--- src/rtl/cache_pkg.sv ---
// Shared cache geometry, miss-handler state encoding and fill constants.
package cache_pkg;
  localparam int TAG_W  = 27;
  localparam int IDX_W  = 3;
  localparam int WORD_W = 32;
  localparam int WORDS  = 4;
  localparam int LINE_W = WORDS * WORD_W;
  localparam int BEAT_W = 2;

  localparam logic [BEAT_W-1:0] LAST_BEAT    = BEAT_W'(WORDS - 1);
  localparam logic [WORDS-1:0]  REGWRITE_ALL = 4'b1111;

  typedef enum logic [2:0] {
    IDLE,
    WB,
    FILL,
    WRITE,
    DONE
  } miss_state_t;
endpackage

--- src/rtl/fill_buffer.sv ---
// Word-addressed line buffer that collects read beats into one cache line.
module fill_buffer
  import cache_pkg::*;
(
  input  logic                 clk,
  input  logic                 reset,
  input  logic                 we,
  input  logic [BEAT_W-1:0]    beat,
  input  logic [WORD_W-1:0]    din,
  output logic [LINE_W-1:0]    line
);
  logic [WORDS-1:0][WORD_W-1:0] words;

  always_ff @(posedge clk or negedge reset) begin
    if (!reset) begin
      words <= '0;
    end else if (we) begin
      words[beat] <= din;
    end
  end

  assign line = words;
endmodule

--- src/rtl/miss_refill_ctrl.sv ---
// Data-cache miss handler: writes back a dirty victim, refills the line from
// the 32-bit memory port and installs it into cacheLine in a single cycle.
module miss_refill_ctrl
  import cache_pkg::*;
(
  input  logic                 clk,
  input  logic                 reset,
  input  logic                 missReq,
  input  logic [TAG_W-1:0]     missTag,
  input  logic [IDX_W-1:0]     missIdx,
  input  logic                 victimValid,
  input  logic                 victimDirty,
  input  logic [TAG_W-1:0]     victimTag,
  input  logic [LINE_W-1:0]    victimData,
  output logic                 memReq,
  output logic                 memWe,
  output logic [31:0]          memAddr,
  output logic [WORD_W-1:0]    memWData,
  input  logic                 memAck,
  input  logic [WORD_W-1:0]    memRData,
  output logic [WORDS-1:0]     regWrite,
  output logic [LINE_W-1:0]    writeData,
  output logic [TAG_W-1:0]     writeTag,
  output logic [IDX_W-1:0]     writeIdx,
  output logic                 busy,
  output logic                 done
);
  miss_state_t         state, nextState;
  logic [BEAT_W-1:0]   beat;
  logic [TAG_W-1:0]    missTagQ, victimTagQ;
  logic [IDX_W-1:0]    idxQ;
  logic [LINE_W-1:0]   victimDataQ;
  logic [LINE_W-1:0]   fillLine;
  logic                beatDone;
  logic                fillWe;

  assign beatDone = (state == WB || state == FILL) && memAck;
  assign fillWe   = (state == FILL) && memAck;

  always_ff @(posedge clk or negedge reset) begin
    if (!reset) begin
      state <= IDLE;
      beat  <= '0;
    end else begin
      state <= nextState;
      if (state == IDLE) begin
        beat <= '0;
      end else if (beatDone) begin
        beat <= beat + 1'b1;
      end
    end
  end

  // Request fields are only ever read after the capture, so they carry no reset.
  always_ff @(posedge clk) begin
    if (state == IDLE && missReq) begin
      missTagQ    <= missTag;
      idxQ        <= missIdx;
      victimTagQ  <= victimTag;
      victimDataQ <= victimData;
    end
  end

  fill_buffer uBuf (
    .clk   (clk),
    .reset (reset),
    .we    (fillWe),
    .beat  (beat),
    .din   (memRData),
    .line  (fillLine)
  );

  always_comb begin
    nextState = state;
    memReq    = 1'b0;
    memWe     = 1'b0;
    memAddr   = '0;
    memWData  = '0;
    regWrite  = '0;
    writeData = '0;
    writeTag  = '0;
    writeIdx  = '0;
    busy      = (state != IDLE);
    done      = 1'b0;
    unique case (state)
      IDLE: begin
        if (missReq) nextState = (victimValid && victimDirty) ? WB : FILL;
      end
      WB: begin
        memReq   = 1'b1;
        memWe    = 1'b1;
        memAddr  = {victimTagQ, idxQ, beat};
        memWData = victimDataQ[WORD_W*beat +: WORD_W];
        if (memAck && beat == LAST_BEAT) nextState = FILL;
      end
      FILL: begin
        memReq  = 1'b1;
        memAddr = {missTagQ, idxQ, beat};
        if (memAck && beat == LAST_BEAT) nextState = WRITE;
      end
      WRITE: begin
        regWrite  = REGWRITE_ALL;
        writeData = fillLine;
        writeTag  = missTagQ;
        writeIdx  = idxQ;
        nextState = DONE;
      end
      DONE: begin
        done      = 1'b1;
        nextState = IDLE;
      end
      default: nextState = IDLE;
    endcase
  end
endmodule

--- config.mk ---
export PLATFORM = sky130hd
export DESIGN_NAME = miss_refill_ctrl
export DESIGN_NICKNAME = d
export VERILOG_FILES = /design/src/rtl/cache_pkg.sv /design/src/rtl/fill_buffer.sv /design/src/rtl/miss_refill_ctrl.sv
export SDC_FILE = /design/constraint.sdc
export NUM_CORES = 1
export LEC_CHECK = 0
export BUFFER_PORTS_ARGS = -buffer_cell sky130_fd_sc_hd__buf_2
export CORE_AREA = 5 5 173 175
export DETAILED_ROUTE_END_ITERATION = 10
export DIE_AREA = 0 0 178 180
export PLACE_DENSITY = 0.75
export SLEW_MARGIN = 10
export SYNTH_ARGS = -nofsm -noshare
export SYNTH_HDL_FRONTEND = slang
export SYNTH_SLANG_ARGS = --single-unit
--- constraint.sdc ---
create_clock -name clk -period 6.3 [get_ports clk]
set_input_delay 0.63 -clock clk [delete_from_list [all_inputs] [get_ports clk]]
set_output_delay 0.63 -clock clk [all_outputs]
set_load 0.01 [all_outputs]
[Yosys cells after proc, flatten, opt, wreduce, memory -nomap -nowiden]
Index checks and enable logic that the tools add are counted.
Storage, ports and cells
  flip-flop bits (word level): 318
  input bits: 223
  logic and storage cells: 53
Cells by class
  eq/ne operators: 8
  mux-type cells: 19
  reduce and logical (&&, ||, !) cells: 12
  magnitude comparators: 2
  $add $sub $neg: 1
  shift operators: 1
Operator list (count)
  128-bit bitwise mux: 1
  128-bit two-way mux: 1
  128-bit by 8-bit variable part select with 32-bit output: 1
  32-bit demux with 2-bit select: 1
  32-bit two-way mux: 2
  32-bit case mux with 2 select lines: 1
  27-bit two-way mux: 1
  3-bit two-way mux: 4
  3-bit case mux with 4 select lines: 1
  3-bit by 2-bit == test with 1-bit output (second input constant): 2
  1-bit logical AND: 6
  2-bit two-way mux: 3
  4-bit two-way mux: 1
  2-bit by 1-bit inequality test with 1-bit output (second input constant): 2
  3-bit by 1-bit == test with 1-bit output (second input constant): 1
  3-bit == test (second input constant): 1
  3-bit zero test: 1
  2-bit by 3-bit less-than comparator with 1-bit output (second input constant): 1
  1-bit two-way mux: 3
  3-bit AND reduction: 1
  3-bit nonzero test: 1
  2-bit by 1-bit adder with 2-bit output (second input constant): 1
  2-bit == test (second input constant): 1
  2-bit by 1-bit greater-or-equal comparator with 1-bit output (second input constant): 1
  other kinds (4): 4

[Depth between registers and ports, before layout]
  word-level depth: 5
  depth in mapped cells: 7
  depth with buffers taken out: 4

[Modules after synthesis]
Synthesis repeated with hierarchy kept, for this count alone.
Second synthesis, totals
  cells, all modules: 782
  area total of the unflattened synthesis: 13153.9 um^2
Modules (own cells, without submodules)
  miss_refill_ctrl: area an instance 8409.3 um^2, times used 1, cells each 510, seq. area each 5680.4 um^2
  fill_buffer: area an instance 4744.6 um^2, times used 1, cells each 272, seq. area each 3203.1 um^2

[Worst setup path before layout]
OpenSTA, ideal clock, no wires.
  kind: register to register
  start point: register state[2]
  end point: register idxQ[0], enable pin
  path slack: 584 ps
  cell stages (with the launch flop): 5
  arrival: 5149 ps
  library setup time: 567 ps
  clock period less this slack: 5716 ps
  data required time: 5733 ps
  cell sequence: dfrtp_1 buf_6 clkbuf_1 nor3_1 and2_1
Between the ends
  word-level cells in the longest chain between the ends: 2
Ends and longest elaborated chain
  start: declaration: line miss_refill_ctrl.sv:28  | miss_state_t state, nextState;
  start signal: assignment: line miss_refill_ctrl.sv:45  | state <= nextState;
  3-bit zero test: line miss_refill_ctrl.sv:56  | if (state == IDLE && missReq) begin
  1-bit logical AND: line miss_refill_ctrl.sv:56
  end signal: assignment: line miss_refill_ctrl.sv:58  | idxQ <= missIdx;
  end: declaration: line miss_refill_ctrl.sv:31  | logic [IDX_W-1:0] idxQ;
No other way between the ends.
A chain may end at the register's enable or synchronous reset.

[Worst setup path after layout]
  start point: register state[2]
  end point: output writeTag[11]
Between the ends
  word-level cells in the longest chain between the ends: 2
Ends and longest elaborated chain
  3-bit by 2-bit == test with 1-bit output: line miss_refill_ctrl.sv:85  | unique case (state)
  27-bit two-way mux: line miss_refill_ctrl.sv:85
  end: declaration: line miss_refill_ctrl.sv:23  | output logic [TAG_W-1:0] writeTag,
No other way between the ends.

==> results.yml <==
finish:
  design.final.nets: 1464
  final-seq-area_um2: 8880
  fillers: 2217
  layout.cell_area.non_filler_um2: 16700
  area_of_the_multi_input_gates_um2: 3910
  layout-drive-gt1-share_pct: 54.2
  layout-area-overhead-vs-synth_pct: 28.3
yosys:
  yosysUniqueCellTypes: 34
  synth_seq_area_share_pct: 68.1
  post_synth.cell_area_avg_um2: 16.4
  synthTopCellsByArea: "sky130_fd_sc_hd__edfxtp_1 43%, sky130_fd_sc_hd__dfrtp_1 26%, sky130_fd_sc_hd__mux2_2 11%"
  ys_seq_elements: 318
  synthesis.nets: 1021
  synthCells: 794
  synth.yosys.warnings: 0
  yosysTopAreaCellShare_pct: 42.6
  mappedNetlistArea_um2: 13100
  synthDominantAreaCellType: "sky130_fd_sc_hd__edfxtp_1"
placed_design:
  post_placement_setup_slack_ns: 3.28
  dpl.hpwl_um: 24600
  place.gp.congestion: 0.865
  dpl-instance-area_um2: 15600
  io_buffers: 452
routing:
  num_vias: 8316
  route.detailed.vias_per_inst: 5.03
  avgRoutedWirePerCell_um: 20.6
  dr.pass1.iters: 4
  dr.first_iter.drc_count: 522
  drc_violation_count_after_routing: 0
  ant_nets: 0
  routed_wire_length_um: 34100
cts:
  postCtsSetupRepairBufs: 0
  clock_net_sink_count: 318
  post_cts_hold_buffer_count: 0
  clockRootBuffer: "sky130_fd_sc_hd__clkbuf_16"
  cts_made_buffers: 35
  clk_lat_worst_skew_ns: 0.51
  htree_num_levels: 2
  reg_clk_slew_reported_paths_ns: 0.06
  tritoncts: "done"
  clk_path_buf_depth: 3
  cts_resized: 0
worst_setup_path:
  cpPeakStageDelay_ns: 0.76
  worst-endpoint-arrival_ns: 2.93
  cpLargestDelayFamily: "buffers and inverters"
  cp-end-kind: "output port"
  timing_worst_setup_path_type: "flop to output port"
  timing.critical_path.required_ns: 5.67
  worst_setup_path_start_kind: "flop"
  slowest_stage: "sky130_fd_sc_hd__buf_4"
  critical_path_peak_fanout: 131
  path_buf_inv: 2
  crit_path_cell_trace: "and3b_4, buf_4, and2_1, buf_2"
timing:
  final_setup_margin_ns: 2.74
  final.period_utilization_pct: 56.4
  rsz0062_at_grt: "no"
  fmax_mhz: 281
  finalSetupViolations: 0
  timing.final.hold_violations: 0
  worst_pin_slew_ns: 1.07
  fin_crit_ns: 3.56
  slew_violations: 0
  timing.max_slew.rel_slack_pct: 29.0
  timing.clock.skew_ns: 0.0155
  fin_setup_tns_ns: 0
status:
  outcome: "finished, final reports clean"
floorplan:
  initial_core_util_pct: 46.1
  die_width_um: 178
  placement_rows: 62
  die_y_extent_um: 180
  floorplan.die_area_um2: 32000
  ios: 453
  placeableCoreArea_um2: 28300
power:
  post-layout-total-power_w: 0.00758
  power.leakage_nw: 7.64
  vdd.ir_drop.worst_mv: 0.319
  power-per-cell-area_nw_per_um2: 452
global_routing:
  grt_use_total_pct: 20.7
  grt_pass1_vias: 8663
  global_route_wire_length_before_repair_um: 51200
  antenna_found_initial: 15
  globalRoute.totalOverflow: 0
  grt_start_max_net_pins: 132
flow_run:
  max_cap_violations: 0
hold_path:
  min-delay-path-class: "input port to asynchronous set/reset pin"
[where the power goes]
group	internal [W]	switching, W	total, W	leakage [nW]
Combinational	0.00111	0.00120	0.00231	3.72
Sequential	0.00295	0.000343	0.00329	3.36
Clock	0.00118	0.000793	0.00197	0.556
[path summary, 6_finish.rpt]
check | to | cells past startpoint | slack, ns | startpoint
max | writeTag[11] | 4 | 2.74 | state[2]
min | uBuf.line[116] | 1 | 0.08 | reset
min in group clk | victimTagQ[18] | 1 | 0.29 | victimTag[18]
min reg2reg | uBuf.line[116] | 1 | 0.49 | uBuf.line[116]
max in group asynchronous | beat[0] | 2 | 4.80 | reset
max reg2reg | victimTagQ[24] | 3 | 3.27 | state[1]
[layout by cell type, fill, tap and decap left out, drive strengths merged, types with 2 or more instances in the layout]
cell type / instances
nor3: 5
bufinv: 3
buf: 459
a2111oi: 2
dfrtp: 133
clkbuf: 40
and2: 194
and3b: 2
a21oi: 2
nor3b: 2
clkinvlp: 2
edfxtp: 185
nor2: 2
a22o: 27
diode: 8
ha: 4
clkinv: 15
mux2: 128
inv: 5
mux4: 32
nand2: 8
[registers in the layout, summed over array words and instances (netlist names)]
name and count:
uBuf.line 128, idxQ 3, missTagQ 27, victimTagQ 27
state 3, victimDataQ 128, beat 2
[Yosys cell counts]
cell	instances
sky130_fd_sc_hd__nand3b_1	1
sky130_fd_sc_hd__nor3_1	5
sky130_fd_sc_hd__nor3b_1	1
sky130_fd_sc_hd__a21oi_1	2
sky130_fd_sc_hd__nor4_1	1
sky130_fd_sc_hd__and3b_1	2
sky130_fd_sc_hd__a22o_1	27
sky130_fd_sc_hd__nand2b_1	1
sky130_fd_sc_hd__clkbuf_2	1
sky130_fd_sc_hd__ha_1	4
sky130_fd_sc_hd__and3_1	1
sky130_fd_sc_hd__a211oi_1	1
sky130_fd_sc_hd__xnor2_1	1
sky130_fd_sc_hd__edfxtp_1	185
sky130_fd_sc_hd__buf_2	5
sky130_fd_sc_hd__mux4_2	32
sky130_fd_sc_hd__nand2_1	8
sky130_fd_sc_hd__and2_1	194
sky130_fd_sc_hd__a2111oi_0	2
sky130_fd_sc_hd__a311oi_1	1
sky130_fd_sc_hd__nor2b_1	1
sky130_fd_sc_hd__inv_1	4
sky130_fd_sc_hd__mux2_2	128
sky130_fd_sc_hd__a31oi_1	1
sky130_fd_sc_hd__buf_6	1
sky130_fd_sc_hd__and4bb_2	1
sky130_fd_sc_hd__dfrtp_1	133
sky130_fd_sc_hd__buf_4	16
sky130_fd_sc_hd__nand4b_1	1
sky130_fd_sc_hd__clkbuf_1	29
sky130_fd_sc_hd__nor3b_2	1
sky130_fd_sc_hd__buf_1	1
sky130_fd_sc_hd__nor2_1	1
sky130_fd_sc_hd__nor2_2	1
[stage by stage]
step / utilization, % / cells / hold slack [ns]
3_5_place_dp: 55.1 / 1584 / 0.485
3_3_place_gp: 55.1 / 1584 / 0.480
5_1_grt: 59.1 / 1650 / 0.109
6_report: 59.2 / 1653 / 0.0845
4_1_cts: 59.1 / 1645 / 0.0855
2_1_floorplan: - / 794 / 0.334
[cell families (layout without fill, tap and decap cells)]
kind of cell / count (synthesis) / count (layout) / share of synthesized area [%]
compound gates: 34 / 34 / 2.20
simple gates: 220 / 220 / 10.5
other cells: 0 / 8 / 0
xor+xnor: 1 / 1 / 0.0671
fa+ha+maj: 4 / 4 / 0.384
mux: 160 / 160 / 16.6
flops: 318 / 318 / 68.1
buf+inv: 57 / 524 / 2.21
[routing by layer]
metal	part of all wire, %	track usage (%)	up-vias
met3	10	7.42	77
met2	49	34.2	374
met1	38	25.4	4069
met5	0.16	0	-
met4	3.2	6.81	10
li1	-	-	3786
[worst reg2reg max path, cell delays in order (launching register included)]
cell and delay (ns):
sky130_fd_sc_hd__dfrtp_1 0.55, sky130_fd_sc_hd__nor3_1 0.37, sky130_fd_sc_hd__and2_4 0.91, sky130_fd_sc_hd__buf_4 0.80
[layout make-up]
cell class / count / share of cell area, %
antenna: 8 / 0.120
clock buffer: 40 / 5.53
clock inverter: 21 / 1.17
inverter: 4 / 0.0896
multi-input combinational: 419 / 23.3
sequential: 318 / 53.0
tap: 384 / 2.87
timing repair buffer: 459 / 13.9
Note: power is estimated with default switching activity, not from simulation.
